### src/rtl/instr_fetch_unit.sv
// -----------------------------------------------------------------------------
// instr_fetch_unit
//
// Purpose:
//   Instruction producer for the serialized core. Fetches 32-bit words over a
//   valid/ready request channel and an in-order response channel. Buffers the
//   words with their addresses in a small prefetch FIFO. Issues one
//   instruction at a time, holding it for CYCLES_PER_INST non-stalled cycles.
//   A redirect (taken jump/branch) flushes buffered words and discards every
//   response that is still in flight.
//
// Optional feature (compile-time macro IFU_ALIGN_CHECK_EN):
//   Defined   : a redirect whose target has nonzero low bits sets a sticky
//               fetch_fault_o (cleared only by reset). Fetching then halts
//               and no further instruction is issued after the current one.
//   Undefined : the low target bits are silently masked and fetch_fault_o
//               is constant 0.
//
// Ports:
//   clk, rst_n          clock, asynchronous active-low reset
//   imem_req_*          fetch request (valid/ready handshake, word address)
//   imem_rsp_*          fetch response (in-order, always accepted)
//   redirect_i/_pc_i    one-cycle redirect pulse and its target address
//   stall_i             freezes the issue side
//   inst_valid_o        an instruction is being issued
//   first_cycle_o       high in issue cycle 0 of each instruction only
//   inst_o, pc_o        issued word and its address (held after completion)
//   opcode_o/funct3_o/funct7_o  decoded fields of inst_o
//   fetch_fault_o       misaligned redirect (feature build only)
// -----------------------------------------------------------------------------
module instr_fetch_unit #(
    parameter logic [31:0] RESET_PC        = 32'h0000_0000,
    parameter int          DEPTH           = 2,
    parameter int          CYCLES_PER_INST = 2
) (
    input  logic        clk,
    input  logic        rst_n,
    output logic        imem_req_valid_o,
    input  logic        imem_req_ready_i,
    output logic [31:0] imem_req_addr_o,
    input  logic        imem_rsp_valid_i,
    input  logic [31:0] imem_rsp_data_i,
    input  logic        redirect_i,
    input  logic [31:0] redirect_pc_i,
    input  logic        stall_i,
    output logic        inst_valid_o,
    output logic        first_cycle_o,
    output logic [31:0] inst_o,
    output logic [6:0]  opcode_o,
    output logic [2:0]  funct3_o,
    output logic [6:0]  funct7_o,
    output logic [31:0] pc_o,
    output logic        fetch_fault_o
);

    localparam int CW = $clog2(DEPTH + 1);
    localparam int PW = (DEPTH > 1) ? $clog2(DEPTH) : 1;
    localparam int NW = (CYCLES_PER_INST > 1) ? $clog2(CYCLES_PER_INST) : 1;

    localparam logic [PW-1:0] LAST_PTR  = PW'(DEPTH - 1);
    localparam logic [NW-1:0] LAST_CNT  = NW'(CYCLES_PER_INST - 1);
    localparam logic [CW+1:0] DEPTH_SUM = (CW + 2)'(DEPTH);
    localparam logic [31:0]   NOP_INST  = 32'h0000_0013;

    typedef enum logic {
        IDLE,
        ISSUE
    } state_t;

    // Fetch side state
    logic [31:0]   fetch_pc_q, fetch_pc_d;
    logic [31:0]   rsp_pc_q, rsp_pc_d;      // address of the next live response
    logic          req_valid_q, req_valid_d;
    logic [CW-1:0] outstanding_q, outstanding_d;
    logic [CW-1:0] discard_q, discard_d;
    logic          fault_q, fault_d;

    // Prefetch FIFO
    logic [31:0]   fifo_inst [DEPTH];
    logic [31:0]   fifo_pc   [DEPTH];
    logic [PW-1:0] wr_ptr_q, wr_ptr_d;
    logic [PW-1:0] rd_ptr_q, rd_ptr_d;
    logic [CW-1:0] count_q, count_d;

    // Issue side state
    state_t        state_q, state_d;
    logic [NW-1:0] cnt_q, cnt_d;
    logic [31:0]   inst_q, inst_d;
    logic [31:0]   pc_q, pc_d;
    logic          first_q, first_d;

    logic          hs;
    logic          rsp_live;
    logic          rsp_drop;
    logic          push;
    logic          pop;
    logic          can_pop;
    logic [CW-1:0] out_after;
    logic [CW-1:0] disc_after;
    logic [CW+1:0] credit_used;
    logic [31:0]   redirect_target;

    function automatic logic [PW-1:0] ptr_inc(input logic [PW-1:0] p);
        return (p == LAST_PTR) ? '0 : p + PW'(1);
    endfunction

    assign hs              = req_valid_q & imem_req_ready_i;
    // While discard is nonzero the arriving word belongs to a flushed fetch.
    assign rsp_drop        = imem_rsp_valid_i && (discard_q != '0);
    assign rsp_live        = imem_rsp_valid_i && (discard_q == '0);
    // A live word arriving in the redirect cycle is still stale: drop it.
    assign push            = rsp_live && !redirect_i;
    assign redirect_target = redirect_pc_i & 32'hFFFF_FFFC;
    assign can_pop         = (count_q != '0) && !stall_i && !redirect_i && !fault_q;

    // ---------------------------------------------------------------- fetch
    always_comb begin
        out_after     = outstanding_q + CW'(hs) - CW'(rsp_live);
        disc_after    = discard_q - CW'(rsp_drop);
        fetch_pc_d    = fetch_pc_q;
        rsp_pc_d      = rsp_pc_q;
        wr_ptr_d      = wr_ptr_q;
        rd_ptr_d      = rd_ptr_q;
        count_d       = count_q + CW'(push) - CW'(pop);
        outstanding_d = out_after;
        discard_d     = disc_after;

        if (hs) begin
            fetch_pc_d = fetch_pc_q + 32'd4;
        end
        if (push) begin
            wr_ptr_d = ptr_inc(wr_ptr_q);
            rsp_pc_d = rsp_pc_q + 32'd4;
        end
        if (pop) begin
            rd_ptr_d = ptr_inc(rd_ptr_q);
        end

        if (redirect_i) begin
            // Everything still in flight (including a request accepted in
            // this very cycle) becomes discard credit.
            fetch_pc_d    = redirect_target;
            rsp_pc_d      = redirect_target;
            wr_ptr_d      = '0;
            rd_ptr_d      = '0;
            count_d       = '0;
            outstanding_d = '0;
            discard_d     = disc_after + out_after;
        end

`ifdef IFU_ALIGN_CHECK_EN
        fault_d = fault_q | (redirect_i && (redirect_pc_i[1:0] != 2'b00));
`else
        fault_d = 1'b0;
`endif

        // Credit: in-flight + buffered + to-be-dropped words never exceed
        // DEPTH, so the FIFO can never overflow.
        credit_used = {2'b00, outstanding_d} + {2'b00, count_d} + {2'b00, discard_d};
        req_valid_d = (credit_used < DEPTH_SUM) && !fault_d;
    end

    // ---------------------------------------------------------------- issue
    always_comb begin
        state_d = state_q;
        cnt_d   = cnt_q;
        inst_d  = inst_q;
        pc_d    = pc_q;
        first_d = 1'b0;
        pop     = 1'b0;

        case (state_q)
            IDLE: begin
                if (can_pop) begin
                    pop = 1'b1;
                end
            end
            ISSUE: begin
                if (!stall_i) begin
                    if (cnt_q == LAST_CNT) begin
                        if (can_pop) begin
                            pop = 1'b1;
                        end else begin
                            state_d = IDLE;
                        end
                    end else begin
                        cnt_d = cnt_q + NW'(1);
                    end
                end
            end
            default: state_d = IDLE;
        endcase

        if (pop) begin
            state_d = ISSUE;
            cnt_d   = '0;
            inst_d  = fifo_inst[rd_ptr_q];
            pc_d    = fifo_pc[rd_ptr_q];
            first_d = 1'b1;
        end
    end

    // ------------------------------------------------------------ registers
    always_ff @(posedge clk or negedge rst_n) begin
        if (!rst_n) begin
            fetch_pc_q    <= RESET_PC;
            rsp_pc_q      <= RESET_PC;
            req_valid_q   <= 1'b0;
            outstanding_q <= '0;
            discard_q     <= '0;
            fault_q       <= 1'b0;
            wr_ptr_q      <= '0;
            rd_ptr_q      <= '0;
            count_q       <= '0;
            state_q       <= IDLE;
            cnt_q         <= '0;
            inst_q        <= NOP_INST;
            pc_q          <= RESET_PC;
            first_q       <= 1'b0;
        end else begin
            fetch_pc_q    <= fetch_pc_d;
            rsp_pc_q      <= rsp_pc_d;
            req_valid_q   <= req_valid_d;
            outstanding_q <= outstanding_d;
            discard_q     <= discard_d;
            fault_q       <= fault_d;
            wr_ptr_q      <= wr_ptr_d;
            rd_ptr_q      <= rd_ptr_d;
            count_q       <= count_d;
            state_q       <= state_d;
            cnt_q         <= cnt_d;
            inst_q        <= inst_d;
            pc_q          <= pc_d;
            first_q       <= first_d;
        end
    end

    // FIFO storage needs no reset; occupancy is tracked by count_q.
    always_ff @(posedge clk) begin
        if (push) begin
            fifo_inst[wr_ptr_q] <= imem_rsp_data_i;
            fifo_pc[wr_ptr_q]   <= rsp_pc_q;
        end
    end

    assign imem_req_valid_o = req_valid_q;
    assign imem_req_addr_o  = fetch_pc_q;
    assign inst_valid_o     = (state_q == ISSUE);
    assign first_cycle_o    = first_q;
    assign inst_o           = inst_q;
    assign opcode_o         = inst_q[6:0];
    assign funct3_o         = inst_q[14:12];
    assign funct7_o         = inst_q[31:25];
    assign pc_o             = pc_q;
    assign fetch_fault_o    = fault_q;

endmodule
### config.mk
export PLATFORM = sky130hd
export DESIGN_NAME = instr_fetch_unit
export DESIGN_NICKNAME = d
export VERILOG_FILES = /design/src/rtl/instr_fetch_unit.sv
export SDC_FILE = /design/constraint.sdc
export NUM_CORES = 1
export LEC_CHECK = 0
export ABC_AREA = 1
export CORE_MARGIN = 2
export CORE_UTILIZATION = 55
export DETAILED_ROUTE_END_ITERATION = 8
export PLACE_DENSITY = 0.82
export SETUP_SLACK_MARGIN = 0.05
export SYNTH_ARGS = -nofsm -noshare
export SYNTH_HDL_FRONTEND = slang
export SYNTH_SLANG_ARGS = --single-unit
### constraint.sdc
create_clock -name clk -period 6.4 [get_ports clk]
set_input_delay 0.64 -clock clk [delete_from_list [all_inputs] [get_ports clk]]
set_output_delay 0.64 -clock clk [all_outputs]
set_load 0.05 [all_outputs]
==> flow_metrics.tcl <==
set metrics [dict create \
    yosysWarnings 0 \
    io_pins 187 \
    htreeDepth 1 \
    grt_pass1_wl_um 43300 \
    cts_tree "done" \
    via_per_inst 5.30 \
    synth-async-reset-ratio 0.519 \
    rows 53 \
    p_clk_frac 0.244 \
    grt_overflow 0 \
    clockBufferDepth 3 \
    drt-initial-drc-count 704 \
    clk_pin_slew_ns 0.06 \
    max_freq_ghz 0.301 \
    synth_cells 1258 \
    cts_resized 0 \
    instances_no_fill 1707 \
    slew_headroom 0.252 \
    insertedDiodeCount 0 \
    hold_path_class "primary input to async pin" \
    initial_core_util 0.560 \
    core_mm2 0.0210 \
    dpl.cell_count 1657 \
    slew_viol_final 0 \
    reg2reg_from "discard_q[1]" \
    route.final.wire_length_um 27000 \
    synth-edff-count 124 \
    fillers 1529 \
    hold_buffers 0 \
    fin_crit_sh 0.518 \
    area_delta_synth_final_pct 23.6 \
    path_delay_family "adder cells" \
    p_sw_mw 2.66 \
    synth_cell_type_count 43 \
    nNetsFinal 1492 \
    setup_slack_ns 3.08 \
    yosysTopAreaCellShare 0.316 \
    crit_required_ns 6.83 \
    crit_start "redirect_i" \
    tightest_slew_ns 1.12 \
    vias 9041 \
    slowest_stage "fa_1" \
    gp_congestion 0.930 \
    ys.flop_type "dfrtp_1" \
    intPower_mw 3.91 \
    grt_util_all_layers 0.241 \
    yosysTopAreaCell "edfxtp_1" \
    crit_top_cell "ha_1" \
    synth_area_per_cell_um2 9.36 \
    clkSinkCount 258 \
    synth_common_cells "nand2_1, o21ai_0, inv_1" \
    post_cts_buffers 0 \
    yosys-top-cells-area "edfxtp_1, dfrtp_1, nand2_1" \
    crit_type "primary input to flop" \
    ir_drop_uv 207 \
    ys_ff_latch 258 \
    seq_power_share 0.373 \
    p_per_area_mw_per_mm2 451 \
    cp_max_fo 47 \
    finalSetupViolCount 0 \
    arrival_ns 3.75 \
    end_kind "flop" \
    drive_above_1_share 0.0635 \
    ant_nets 0 \
    cts-root-buf "clkbuf_16" \
    rsz0062_at_grt "no" \
    grt_pass1_vias 8564 \
    drc 0 \
    routedWlPerCell_um 15.8 \
    outcome "finished, final reports clean" \
    finalSetupTns_ns 0 \
    crit_path_start_kind "primary input" \
    die_x_um 150 \
    hold_viol_final 0 \
    drtPass1Iterations 5 \
    cts_buffers 27 \
    antenna_found_initial 0 \
    swShare 0.405 \
    grt_max_degree 128 \
    post-place-ws_ns 2.58 \
    maxCapViolations 0 \
    path_buf_inv 4 \
    hpwlAfterDp_um 18100 \
    insertion_delay_ns 0.52 \
    die_area_mm2 0.0226 \
    ys_seq_area_frac 0.601 \
    die_h_um 150 \
    syn_area_mm2 0.0118 \
    rrSetupSlack_ns 3.33 \
    synth_most_common_cell "nand2_1" \
    io_buffers 179 \
    p_leak_nw 6.06 \
    max_stage_delay_ns 0.49 \
    min_period_ns 3.32 \
    combinationalPowerShare 0.383 \
    worst_clock_skew_ns 0.0130 \
    path_cells "clkdlybuf4s50_1 -> buf_4 -> inv_4 -> nand2_2 -> ha_1 -> inv_1 -> ha_1 -> xor2_1 -> nor2_1 -> fa_1 -> ha_1 -> nor3_1" \
]
[power by group through the flow]
stage / Clock (mW) / Sequential (mW) / Combinational, mW
2_1_floorplan: 0 / 3.23 / 0.936
3_3_place_gp: 0 / 2.46 / 2.46
3_5_place_dp: 0 / 2.47 / 2.51
4_1_cts: 1.63 / 2.45 / 2.53
5_1_grt: 1.70 / 2.50 / 2.69
6_report: 1.60 / 2.45 / 2.51
[stage by stage]
stage | hold slack (ns) | util | power, mW | cell area (µm²)
after global routing | 0.245 | 0.692 | 6.90 | 14600
after detailed placement | 0.473 | 0.648 | 4.99 | 13600
after floorplan | 0.344 | - | 4.17 | 11800
after CTS | 0.228 | 0.692 | 6.61 | 14600
after global placement | 0.465 | 0.648 | 4.92 | 13600
final | 0.185 | 0.692 | 6.57 | 14600
[registers in the layout, indices dropped and copies added, names as in the netlist]
register / count
inst_valid_o: 1
imem_req_valid_o: 1
first_cycle_o: 1
wr_ptr_q: 1
outstanding_q: 2
cnt_q: 1
discard_q: 2
pc_o: 30
count_q: 2
inst_o: 32
rsp_pc_q: 30
rd_ptr_q: 1
fifo_inst: 64
imem_req_addr_o: 30
fifo_pc: 60
[per-layer routing]
layer  share of wire  GRT usage  wire, µm  up-vias
met4           0.018     0.0542       479        0
met2            0.48      0.412     13100      346
li1                -          -         -     4396
met5               0          0         0        -
met3           0.080     0.0348      2160       49
met1            0.42      0.330     11300     4250
[final timing paths]
| path | endpoint | depth (start not counted) |
|---|---|---|
| setup reg to reg | imem_req_valid_o | 16 |
| max in group asynchronous | rsp_pc_q[14] | 2 |
| hold / removal | inst_o[27] | 1 |
| setup / recovery | imem_req_valid_o | 12 |
| min in group clk | inst_o[15] | 2 |
| hold reg to reg | inst_o[15] | 2 |
[worst reg2reg max path, delay by kind of cell, from the launching register on]
family / cells / cell delay [ns]
and+or+nand+nor: 6 / 0.52
adders and majority gates: 5 / 1.63
buffers and inverters: 5 / 0.49
DFF: 1 / 0.36
[cell type report]
class                      instances  area [µm²]  share of cell area
sequential                       258        7080               0.487
clock buffer                      37         744              0.0512
inverter                         153         577              0.0396
timing repair buffer             184        1830               0.126
tap                              275         344              0.0236
clock inverter                    13         174              0.0120
multi-input combinational        787        3800               0.261
[cell families after synthesis]
logic type               Yosys count  share of synthesized area
AO/OA/AOI/OAI                    205                     0.0944
XOR/XNOR                          22                     0.0164
adder cells (fa/ha/maj)           11                     0.0123
buffers and inverters            217                     0.0793
flip-flops                       258                      0.601
other                              1                   0.000319
AND/OR/NAND/NOR                  544                      0.196
[cells in the final DEF, fill, tap and decap left out, types with 8 or more instances in the layout]
master	instances
o21ai_1	9
nand2_1	355
o21ai_0	147
nor2_1	70
xor2_1	18
clkbuf_1	8
a21oi_1	15
ha_1	10
clkbuf_16	28
edfxtp_1	124
nor2_2	8
o21bai_1	9
clkdlybuf4s50_1	178
nand3_1	58
nor3_1	12
dfrtp_1	130
nand4_1	11
nand2_2	10
o211ai_1	11
inv_1	146
nor2_4	10
Power figures use the tool's default switching activity.
